$ cat src/rtl/veritune_buf_ctrl_if.sv
// rtl/veritune_buf_ctrl_if.sv - sample RAM port bundle between buffer controller and RAM
interface veritune_buf_ctrl_if #(
  parameter int ADDR_W = 12,
  parameter int DATA_W = 1
);
  logic [ADDR_W-1:0] Mem_Addr;
  logic              Mem_WE;
  logic [DATA_W-1:0] Mem_WData;
  logic              Mem_RE;
  logic [DATA_W-1:0] Mem_RData;

  // controller side drives address/strobes, RAM returns read data
  modport master (
    output Mem_Addr,
    output Mem_WE,
    output Mem_WData,
    output Mem_RE,
    input  Mem_RData
  );

  modport slave (
    input  Mem_Addr,
    input  Mem_WE,
    input  Mem_WData,
    input  Mem_RE,
    output Mem_RData
  );
endinterface

$ cat src/rtl/veritune_buf_ctrl.sv
// rtl/veritune_buf_ctrl.sv - record/playback sample-buffer controller with phase-accumulator pitch shift
module veritune_buf_ctrl #(
  parameter int ADDR_W = 12,
  parameter int DATA_W = 1
) (
  input  logic                Clk,
  input  logic                Reset,
  input  logic                Rec_Mode,
  input  logic                Play_Mode,
  input  logic                Sample_Tick,
  input  logic [7:0]          Freq,
  input  logic [DATA_W-1:0]   Audio_In,
  veritune_buf_ctrl_if.master mem,
  output logic [DATA_W-1:0]   Audio_Out,
  output logic [ADDR_W:0]     Length,
  output logic                Buf_Full,
  output logic [1:0]          State
);

  // phase: ADDR_W+2 integer bits above 7 fraction bits; it always stays below Length<<7
  localparam int PH_W = ADDR_W + 9;
  localparam int DEPTH = 1 << ADDR_W;
  localparam logic [ADDR_W:0] DEPTH_L = (ADDR_W+1)'(DEPTH);

  typedef enum logic [1:0] {
    ST_IDLE   = 2'd0,
    ST_RECORD = 2'd1,
    ST_HOLD   = 2'd2,
    ST_PLAY   = 2'd3
  } state_e;

  state_e            state_q, state_d;
  logic [ADDR_W:0]   length_q, length_d;
  logic [PH_W-1:0]   phase_q, phase_d;
  logic [ADDR_W-1:0] addr_q, addr_d;
  logic              we_q, we_d;
  logic [DATA_W-1:0] wdata_q, wdata_d;
  logic              re_q, re_d;
  logic              rd_pend_q, rd_pend_d;
  logic [DATA_W-1:0] audio_q, audio_d;

  logic              enter_rec;
  logic              enter_play;
  logic [PH_W-1:0]   len_ph;
  logic [PH_W-1:0]   ph_step;
  logic [PH_W-1:0]   ph_wrap1;
  logic [PH_W-1:0]   ph_wrap2;

  // mode inputs pick the next state; record beats play, losing both parks in HOLD
  always_comb begin
    state_d = state_q;
    if (Rec_Mode) begin
      state_d = ST_RECORD;
    end else if (Play_Mode) begin
      state_d = ST_PLAY;
    end else if (state_q == ST_RECORD || state_q == ST_PLAY) begin
      state_d = ST_HOLD;
    end
  end

  // datapath: ticks are handled under the current state, state entry resets pointers
  always_comb begin
    length_d  = length_q;
    phase_d   = phase_q;
    addr_d    = addr_q;
    wdata_d   = wdata_q;
    we_d      = 1'b0;
    re_d      = 1'b0;

    enter_rec  = (state_d == ST_RECORD) && (state_q != ST_RECORD);
    enter_play = (state_d == ST_PLAY) && (state_q != ST_PLAY);

    // advance the accumulator, then fold back at most twice since Freq < 2.0
    len_ph   = {1'b0, length_q, 7'b0};
    ph_step  = phase_q + PH_W'(Freq);
    ph_wrap1 = (ph_step >= len_ph) ? (ph_step - len_ph) : ph_step;
    ph_wrap2 = (ph_wrap1 >= len_ph) ? (ph_wrap1 - len_ph) : ph_wrap1;

    case (state_q)
      ST_RECORD: begin
        if (Sample_Tick && (length_q < DEPTH_L)) begin
          we_d     = 1'b1;
          addr_d   = length_q[ADDR_W-1:0];
          wdata_d  = Audio_In;
          length_d = length_q + 1'b1;
        end
      end
      ST_PLAY: begin
        if (Sample_Tick && (length_q != '0)) begin
          re_d    = 1'b1;
          addr_d  = phase_q[ADDR_W+6:7];
          phase_d = ph_wrap2;
        end
      end
      default: begin
      end
    endcase

    if (enter_rec) begin
      length_d = '0;
    end
    if (enter_play) begin
      phase_d = '0;
    end

    // a read whose data would land outside PLAY is dropped
    rd_pend_d = re_q && (state_d == ST_PLAY);

    if (state_d != ST_PLAY) begin
      audio_d = '0;
    end else if (rd_pend_q) begin
      audio_d = mem.Mem_RData;
    end else begin
      audio_d = audio_q;
    end
  end

  // all controller state, cleared immediately by Reset
  always_ff @(posedge Clk or posedge Reset) begin
    if (Reset) begin
      state_q   <= ST_IDLE;
      length_q  <= '0;
      phase_q   <= '0;
      addr_q    <= '0;
      we_q      <= 1'b0;
      wdata_q   <= '0;
      re_q      <= 1'b0;
      rd_pend_q <= 1'b0;
      audio_q   <= '0;
    end else begin
      state_q   <= state_d;
      length_q  <= length_d;
      phase_q   <= phase_d;
      addr_q    <= addr_d;
      we_q      <= we_d;
      wdata_q   <= wdata_d;
      re_q      <= re_d;
      rd_pend_q <= rd_pend_d;
      audio_q   <= audio_d;
    end
  end

  assign mem.Mem_Addr  = addr_q;
  assign mem.Mem_WE    = we_q;
  assign mem.Mem_WData = wdata_q;
  assign mem.Mem_RE    = re_q;
  assign Audio_Out     = audio_q;
  assign Length        = length_q;
  assign Buf_Full      = (length_q == DEPTH_L);
  assign State         = state_q;

endmodule

$ cat src/flat_wrapper.sv
// flat-port wrapper written by rule: the top's interface ports become plain ports
module veritune_buf_ctrl_flat 
#(
  parameter int ADDR_W = 12,
  parameter int DATA_W = 1
)
  (Clk, Reset, Rec_Mode, Play_Mode, Sample_Tick, Freq, Audio_In, Audio_Out, Length, Buf_Full, State, mem_Mem_Addr, mem_Mem_WE, mem_Mem_WData, mem_Mem_RE, mem_Mem_RData);
  veritune_buf_ctrl_if #(.ADDR_W(ADDR_W), .DATA_W(DATA_W)) mem_i ();
  input  logic Clk;
  input  logic Reset;
  input  logic Rec_Mode;
  input  logic Play_Mode;
  input  logic Sample_Tick;
  input  logic [7:0] Freq;
  input  logic [DATA_W-1:0] Audio_In;
  output logic [DATA_W-1:0] Audio_Out;
  output logic [ADDR_W:0] Length;
  output logic Buf_Full;
  output logic [1:0] State;
  output wire logic [$bits(mem_i.Mem_Addr)-1:0] mem_Mem_Addr;
  output wire logic [$bits(mem_i.Mem_WE)-1:0] mem_Mem_WE;
  output wire logic [$bits(mem_i.Mem_WData)-1:0] mem_Mem_WData;
  output wire logic [$bits(mem_i.Mem_RE)-1:0] mem_Mem_RE;
  input wire logic [$bits(mem_i.Mem_RData)-1:0] mem_Mem_RData;
  assign mem_Mem_Addr = mem_i.Mem_Addr;
  assign mem_Mem_WE = mem_i.Mem_WE;
  assign mem_Mem_WData = mem_i.Mem_WData;
  assign mem_Mem_RE = mem_i.Mem_RE;
  assign mem_i.Mem_RData = mem_Mem_RData;
  veritune_buf_ctrl #(.ADDR_W(ADDR_W), .DATA_W(DATA_W)) u_core (.Clk(Clk), .Reset(Reset), .Rec_Mode(Rec_Mode), .Play_Mode(Play_Mode), .Sample_Tick(Sample_Tick), .Freq(Freq), .Audio_In(Audio_In), .mem(mem_i), .Audio_Out(Audio_Out), .Length(Length), .Buf_Full(Buf_Full), .State(State));
endmodule
$ cat config.mk
export PLATFORM = sky130hd
export DESIGN_NAME = veritune_buf_ctrl_flat
export DESIGN_NICKNAME = d
export VERILOG_FILES = /design/src/rtl/veritune_buf_ctrl_if.sv /design/src/rtl/veritune_buf_ctrl.sv /design/src/flat_wrapper.sv
export SDC_FILE = /design/constraint.sdc
export NUM_CORES = 1
export LEC_CHECK = 0
export ABC_CLOCK_PERIOD_IN_PS = 7400
export BUFFER_PORTS_ARGS = -buffer_cell sky130_fd_sc_hd__buf_2
export CORE_ASPECT_RATIO = 1.5
export CORE_MARGIN = 2
export CORE_UTILIZATION = 40
export DETAILED_ROUTE_END_ITERATION = 12
export PLACE_DENSITY_LB_ADDON = 0.08
export SLEW_MARGIN = 40
export SYNTH_ARGS = -nofsm -noshare
export SYNTH_HDL_FRONTEND = slang
export SYNTH_SLANG_ARGS = --single-unit
$ cat constraint.sdc
create_clock -name Clk -period 7.4 [get_ports Clk]
set_input_delay 1.48 -clock Clk [delete_from_list [all_inputs] [get_ports Clk]]
set_output_delay 1.48 -clock Clk [all_outputs]
set_load 0.02 [all_outputs]
# == Yosys cells after proc, flatten, opt, wreduce, memory -nomap -nowiden ==
# Index checks and enable logic that the tools add are counted.
# word_totals
reg_bits,53
in_bits,15
out_inout_bits,32
word_cells,63
# classes
n_addsub,4
order_cmp,3
eq_ne,10
n_mux,20
n_reduce_logical,17
# op_table
operator,n
$mux 21,5
$ge 21x20->1,2
$sub 21x20->21,2
$mux 13,3
$mux 12,2
$pmux 12 s2,1
$add 21x8->21,1
$add 13x1->13 const B,1
$eq 13x13->1 const B,1
$lt 13x13->1 const B,1
$reduce_bool 13->1,1
$reduce_bool 2->1,6
$ne 2x2->1 const B,4
$mux 1,6
$mux 2,3
$reduce_and 2->1,3
$logic_and 1x1->1,5
$eq 2x1->1 const B,2
$eq 2x2->1 const B,2
$reduce_and 3->1,1
$ne 2x1->1 const B,1
$logic_or 1x1->1,1

# == Longest topological paths before layout ==
# Gate-level depths: netlist (run 1).
# logic_depth
depth_word,9
depth_mapped,28
ltp_nobuf,25

# == Worst setup path before layout (run 1) ==
# No wires, ideal clock.
# synth_path
path_kind,in2reg
from,input port Freq[0]
to,register u_core.phase_q[7]
setup_ps,121
arrival_time_ps,7325
required_ps,7279
setup_slack_ps,-46
path_stages,24
n_path_buf,2
cell_sequence,ha_1 -> fa_1 -> a211o_2 -> a21oi_1 -> o21bai_1 -> xnor2_1 -> fa_1 -> a211o_1 -> a21oi_1 -> o211ai_1 -> o211a_1 -> nor4b_4 -> buf_6 -> mux2_2 -> fa_1 -> a21o_1 -> a21o_1 -> a211oi_1 -> o21ai_0 -> a311oi_2 -> nand3b_1 -> buf_6 -> mux2i_1 -> a22o_1
# synth_between
elab_chain_cells,8
word_cells_on_any_way,10
cone_classes,3 x add/sub; 2 x order compare; 5 x mux
# synth_lines
item,line,text
start: declaration,flat_wrapper.sv:14,input logic [7:0] Freq;
$add 21x8->21 (*),veritune_buf_ctrl.sv:75,ph_step = phase_q + PH_W'(Freq);
$sub 21x20->21 / $ge 21x20->1 (equally long branches),veritune_buf_ctrl.sv:76,ph_wrap1 = (ph_step >= len_ph) ? (ph_step - len_ph) : ph_step;
$mux 21 (*),veritune_buf_ctrl.sv:76,
$sub 21x20->21 / $ge 21x20->1 (equally long branches),veritune_buf_ctrl.sv:77,ph_wrap2 = (ph_wrap1 >= len_ph) ? (ph_wrap1 - len_ph) : ph_wrap1;
$mux 21 (*),veritune_buf_ctrl.sv:77,
$mux 21 (*),veritune_buf_ctrl.sv:89,if (Sample_Tick && (length_q != '0)) begin
$mux 21 (*),veritune_buf_ctrl.sv:79,case (state_q)
$mux 21 (*),veritune_buf_ctrl.sv:102,if (enter_play) begin
end signal: assignment,veritune_buf_ctrl.sv:133,phase_q <= phase_d;
end: declaration,veritune_buf_ctrl.sv:34,"logic [PH_W-1:0] phase_q, phase_d;"
# Mark *: on every way between the ends. The rest lies on a longest branch, timed or not. The select of a mux whose other input is x is not followed.
# A chain may end at the register's enable or synchronous reset.

# == Worst setup path in the final report (run 1) ==
# Ends and elaborated chain as after synthesis.

==> flow_summary.yaml, run 1 <==
drt:
  routedWlPerCell_um: 18.25
  vias: 4360
  drtPass1Iterations: 5
  drc: 0
  ant_nets: 0
  drtIter0Drc: 312
  avgViaCountPerCell: 5.604
  wl_um: 14200
floorplan:
  core_area_mm2: 0.01100
  die_x_um: 90.63
  initial_utilization_pct: 40.95
  die_y_um: 134.0
  dieArea_mm2: 0.01214
  rows: 47
  ios: 47
hold_path:
  hp-class: "reg -> reg"
clock_tree:
  cts_sinks: 53
  cts_tree: "built"
  insertion_delay_ps: 300
  path_clk_slew_ps: 80
  holdBufCountCts: 0
  clk_path_buf_depth: 2
  htreeDepth: 2
  cts_buffers: 5
  cts-root-buf: "clkbuf_16"
sta:
  max_slew.worst_pin.slew_ps: 795.7
  hold_slack_ps: 504.8
  maxSlewHeadroom_pct: 46.95
  max_freq_ghz: 0.1396
  fin_crit_sh_pct: 96.78
  clock_skew_ps: 9.832
  fin_crit_ps: 7162
  rsz0062_at_grt: "no"
  finalSetupViolCount: 0
  drv_slew: 0
  fin_tns_setup_ps: 0
  hold_violations: 0
critical_path:
  cp_top_family: "compound AO/OA/AOI/OAI gates"
  path_class: "in -> reg"
  cp-start-kind: "primary input"
  worstSetupEndpointType: "flop"
  cp.required_ps: 7600
  crit_fanout: 6
  critPathSlowestCell: "or4_4"
  cp.arrival_ps: 7360
  slowest_delay_ps: 590
  crit_buf_inv: 5
logic_synthesis:
  yosys_warnings: 0
  ys.flop_type: "dfrtp_1"
  yosysTopAreaCell: "dfrtp_1"
  synthAdderAreaFrac_pct: 11.34
  synth_top_area_share_pct: 29.45
  yosys.area_share.simple_pct: 19.45
  ys_ff_latch: 53
  synth_area_per_cell_um2: 8.882
  synth_mux_area_share_pct: 7.641
  synth_commonest_cells: "nor2_1, dfrtp_1, a21oi_1"
  synth_top_family_by_area: "simple AND/OR/NAND/NOR gates"
  synth.distinct_cells: 64
  syn_inst: 507
  synth_xor_area_share_pct: 9.114
  synth_edf_count: 0
  synth_nets: 561
  synth_compound_area_share_pct: 18.62
  ys_seq_area_share_pct: 29.45
  synth.most_common_cell: "nor2_1"
  synthArstFlopShare_pct: 100.0
  netlist_top_cells_area: "dfrtp_1, ha_1, xnor2_1"
  synthesis.area_mm2: 0.004503
final_layout:
  drive_gt1_share_pct: 30.11
  syn_to_final_growth_pct: 28.20
  antenna_cells: 0
  finalNonFillerCells: 778
  seqCellArea_mm2: 0.001326
  multi_input_area_mm2: 0.003117
  fin_nets: 684
  nFillCells: 1028
  fin_area_mm2: 0.005773
power_and_ir_drop:
  irDropWorstVdd_mv: 0.3603
  power_density_mw_per_mm2: 597.7
  leakage_uw: 0.002719
grt:
  antenna_found_initial: 0
  track_usage_pct: 23.86
  grt_pass1_wl_um: 22580
  grt_overflow_total: 0
  grt_pass1_vias: 4414
  grt_max_degree: 54
place:
  dp.cells: 759
  numPortBuffers: 46
  place_area_mm2: 0.005413
  gp_congestion: 0.9888
  dp_hpwl_um: 11480
status:
  outcome: "completed"
job:
  maxCapViolCount: 0
## cells by family (layout without fill, tap and decap cells)
kind of cell | after synthesis | count (layout)
flip-flops | 53 | 53
AND/OR/NAND/NOR | 169 | 169
XOR/XNOR | 46 | 46
multiplexers | 32 | 32
AO/OA/AOI/OAI | 126 | 126
buffers and inverters | 42 | 166
adder cells (fa/ha/maj) | 39 | 39
## worst reg2reg max path, stage by stage (launching register included)
cell and delay, ps:
dfrtp_1 390, ha_2 200, fa_2 410, a211o_4 350, a21oi_4 170, o21bai_4 170, buf_6 130, nor2_1 50
xor2_1 170, ha_1 330, nand4_1 140, or4_4 590, nor4b_4 350, nor4b_4 90, buf_4 160, mux2_4 210
ha_4 130, inv_1 50, fa_2 340, a21o_1 200, a21o_1 190, a211oi_2 280, o21ai_2 120, a311oi_2 240
nand3b_1 150, buf_6 200, mux2i_4 190, a22o_1 180
## report_power, final
group | total (µW) | switching, µW | internal, µW
sequential | 400 | 54.8 | 345
combinational | 2800 | 1410 | 1390
clock | 248 | 118 | 130
## flip-flops by register name, summed over array words and instances, names as in the netlist
signal / count
u_core.phase_q: 21
u_core.Length: 13
u_core.mem.Mem_Addr: 12
u_core.State: 2
u_core.Audio_Out: 1
u_core.mem.Mem_RE: 1
u_core.mem.Mem_WData: 1
u_core.mem.Mem_WE: 1
u_core.rd_pend_q: 1
## what timing repair did
item | 4_1_cts | 5_1_grt
pin swaps | 1 | 22
gates resized for setup | 3 | 28
buffers inserted | 0 | 10
setup endpoints to repair | 8 | 14
cloned | 0 | 1
## area by class of cell
class                           count  share of cell area [%]
Clock inverter                      3                  0.4985
Multi-Input combinational cell    412                   53.99
Inverter                           24                   1.604
Sequential cell                    53                   22.97
Timing Repair Buffer              134                   15.58
Clock buffer                        5                   2.167
Tap cell                          147                   3.186
## final timing paths
path                                                from                             to  slack, ps  depth (start not counted)
max                                              Freq[0]  u_core.phase_q[7]$_DFFE_PP0P_        240                         28
min                        u_core.phase_q[5]$_DFFE_PP0P_  u_core.phase_q[5]$_DFFE_PP0P_        500                          2
max reg2reg                u_core.phase_q[0]$_DFFE_PP0P_  u_core.phase_q[7]$_DFFE_PP0P_       1120                         27
min reg2reg                u_core.phase_q[5]$_DFFE_PP0P_  u_core.phase_q[5]$_DFFE_PP0P_        500                          2
max in group asynchronous                          Reset   u_core.Length[4]$_DFFE_PP0P_       5680                          2
min in group asynchronous                          Reset   u_core.Length[0]$_DFFE_PP0P_       1270                          2
## cells in the final DEF, fill, tap and decap left out, types with 5 or more instances in the layout
master / count
buf_4: 84
nand3_1: 13
and3_1: 5
nand4_1: 9
buf_2: 47
ha_1: 33
a21oi_2: 6
clkbuf_16: 5
nor2_1: 54
nand2b_1: 5
dfrtp_1: 53
o21ai_0: 27
a21oi_1: 31
o21a_1: 8
xor2_1: 18
inv_1: 23
xnor2_1: 26
mux2i_1: 18
nor3_1: 16
mux2_2: 9
a221o_1: 7
nand2_1: 35
## routing by layer
metal  vias up  part of all wire [%]  track usage (%)
met5         -                     0                0
met4         0                   5.5            14.27
met3        46                   2.7            2.360
met2       119                    51            42.74
met1      2112                    41            27.29
li1       2083                     -                -
## per-stage QoR
stage               setup slack (ps)  total power, µW  util [%]
floorplan                      6.732             1958         -
global placement              -343.5             2939     49.08
detailed placement            -385.1             2942     49.22
CTS                            24.40             3235     50.70
global route                   40.60             3709     52.50
finish                         238.3             3450     52.50
(Power assumes the default switching activity.)
==> run 2, diff against run 1 <==
Settings changed: ABC_CLOCK_PERIOD_IN_PS 7400 to 6100, CTS_CLUSTER_DIAMETER set to 30, SLEW_MARGIN 40 to unset.
Clock period 7.4 ns to 6.1 ns, I/O delays scaled along.
==> run 2 against run 1 <==
Global-route usage increased by 0.85 points. Sequential cell count unchanged. Non-clock buffer count increased by 41. Die area unchanged. Sequential share of layout area decreased by 1.8 points. Via count increased by 1.7%. The flow now finishes with violations (negative setup slack). Hold slack got worse by 8.6 ps. Count of clock-buffer cells in the layout unchanged. Final area increased by 8.4%. Critical endpoint unchanged.
==> flow_summary.yaml, run 2 (synthesis results as in run 1) <==
final_layout:
  fin_area_mm2: 0.006256
  final_util_pct: 56.89
  drive_gt1_share_pct: 36.76
  syn_to_final_growth_pct: 38.93
  layout_common_cells: "buf_4, dfrtp_1, nor2_1, buf_2"
  fin_nets: 725
  largest_reg_flops: 21
  antenna_cells: 0
  final_common_cell: "buf_4"
  top_register: "u_core.phase_q"
place:
  dp_hpwl_um: 11700
  place_ws_ps: -1094
  place_area_mm2: 0.005749
  numPortBuffers: 46
  gp_congestion: 0.9245
sta:
  fin_crit_ps: 6712
  clock_skew_ps: 13.26
  finalSetupViolCount: 14
  rsz0062_at_grt: "yes"
  fin_tns_setup_ps: -7701
  max_freq_ghz: 0.1490
  drv_slew: 0
  setup_ws_ps: -611.8
  hold_violations: 0
  fin_crit_sh_pct: 110.0
  maxSlewHeadroom_pct: 20.34
  max_slew.worst_pin.slew_ps: 1191
drt:
  drtPass1Iterations: 5
  wl_um: 14850
  ant_nets: 0
  drc: 0
  avgViaCountPerCell: 5.413
  drtIter0Drc: 228
  vias: 4433
  routedWlPerCell_um: 18.13
clock_tree:
  htreeDepth: 2
  path_clk_slew_ps: 80
  cts_buffers: 5
  cts-root-buf: "clkbuf_16"
  cts_tree: "built"
  insertion_delay_ps: 300
  cts_sinks: 53
  clk_path_buf_depth: 2
job:
  maxCapViolCount: 0
status:
  violations: "negative setup slack"
  outcome: "complete, but fails checks"
floorplan:
  die_x_um: 90.63
  rows: 47
  core_area_mm2: 0.01100
  initial_utilization_pct: 40.95
  ios: 47
  die_y_um: 134.0
  dieArea_mm2: 0.01214
grt:
  grt_pass1_vias: 4451
  grt_overflow_total: 0
  grt_pass1_wl_um: 23420
  grt_max_degree: 54
  antenna_found_initial: 0
  track_usage_pct: 24.70
power_and_ir_drop:
  power_density_mw_per_mm2: 729.0
  irDropWorstVdd_mv: 0.6290
  p_total_uw: 4561
  leakage_uw: 0.002969
critical_path:
  cp-start-kind: "primary input"
  worstSetupEndpointType: "flop"
  slowest_delay_ps: 390
  cpMostUsedCell: "buf_6"
  cp.required_ps: 6290
  path_class: "in -> reg"
  crit_fanout: 7
  critPathSlowestCell: "fa_2"
  cp.arrival_ps: 6900
hold_path:
  hp-class: "reg -> reg"
## run 2: cell count changes in the layout (fill, tap and decap cells not counted), moves of 3 or more
cell,delta
buf_4,+40
o21ai_0,-5
a21oi_2,-3
ha_1,-3
ha_4,+3
nor3b_1,-3
o21ai_1,+3
## run 2: path summary, 6_finish.rpt
check	start	depth (start not counted)	slack [ps]	end
max	Freq[0]	27	-610	u_core.phase_q[7]$_DFFE_PP0P_
max reg2reg	u_core.phase_q[0]$_DFFE_PP0P_	26	-40	u_core.phase_q[7]$_DFFE_PP0P_
min reg2reg	u_core.phase_q[2]$_DFFE_PP0P_	2	500	u_core.phase_q[2]$_DFFE_PP0P_
min in group asynchronous	Reset	3	1100	u_core.State[0]$_DFF_PP0_
min	u_core.phase_q[2]$_DFFE_PP0P_	2	500	u_core.phase_q[2]$_DFFE_PP0P_
max in group asynchronous	Reset	3	4520	u_core.Length[12]$_DFFE_PP0P_
## run 2: cell type report
cell class                      count  area, µm²
Multi-Input combinational cell    412       3253
Sequential cell                    53       1326
Inverter                           24      90.09
Timing Repair Buffer              175       1249
Tap cell                          147      183.9
Clock buffer                        5      125.1
Fill cell                        1008       4741
Clock inverter                      3      28.78
## run 2: timing repair
action / 4_1_cts / 5_1_grt
buffers inserted: 12 / 4
pin swaps: 13 / 7
resized for setup: 24 / 16
cloned: 1 / 0
hold buffers: 0 / 0
endpoints found under the setup margin: 14 / 14
## run 2: where the power goes
group | internal (µW) | switching [µW]
combinational | 1980 | 1800
sequential | 419 | 57.2
clock | 158 | 142
## run 2: metrics by stage
stage               hold WS, ps  std cells
floorplan                 453.8        507
global placement          469.3        794
detailed placement        478.3        794
CTS                       496.9        815
global route              532.7        819
finish                    496.2        819
## run 2: metal layers
| layer | up-vias | wire (µm) | GRT usage [%] |
|---|---|---|---|
| met3 | 33 | 437 | 2.584 |
| li1 | 2173 | - | - |
| met2 | 101 | 7825 | 46.52 |
| met4 | 0 | 463 | 8.205 |
| met1 | 2126 | 6119 | 28.96 |
| met5 | - | 0 | 0 |
## run 2: worst max-delay path: cells and delay by family
| family | cells | cell delay (ps) |
|---|---|---|
| AO/OA/AOI/OAI | 13 | 2720 |
| multiplexers | 2 | 420 |
| buffers and inverters | 5 | 760 |
| AND/OR/NAND/NOR | 2 | 460 |
| adder cells (fa/ha/maj) | 4 | 1240 |
| XOR/XNOR | 1 | 60 |
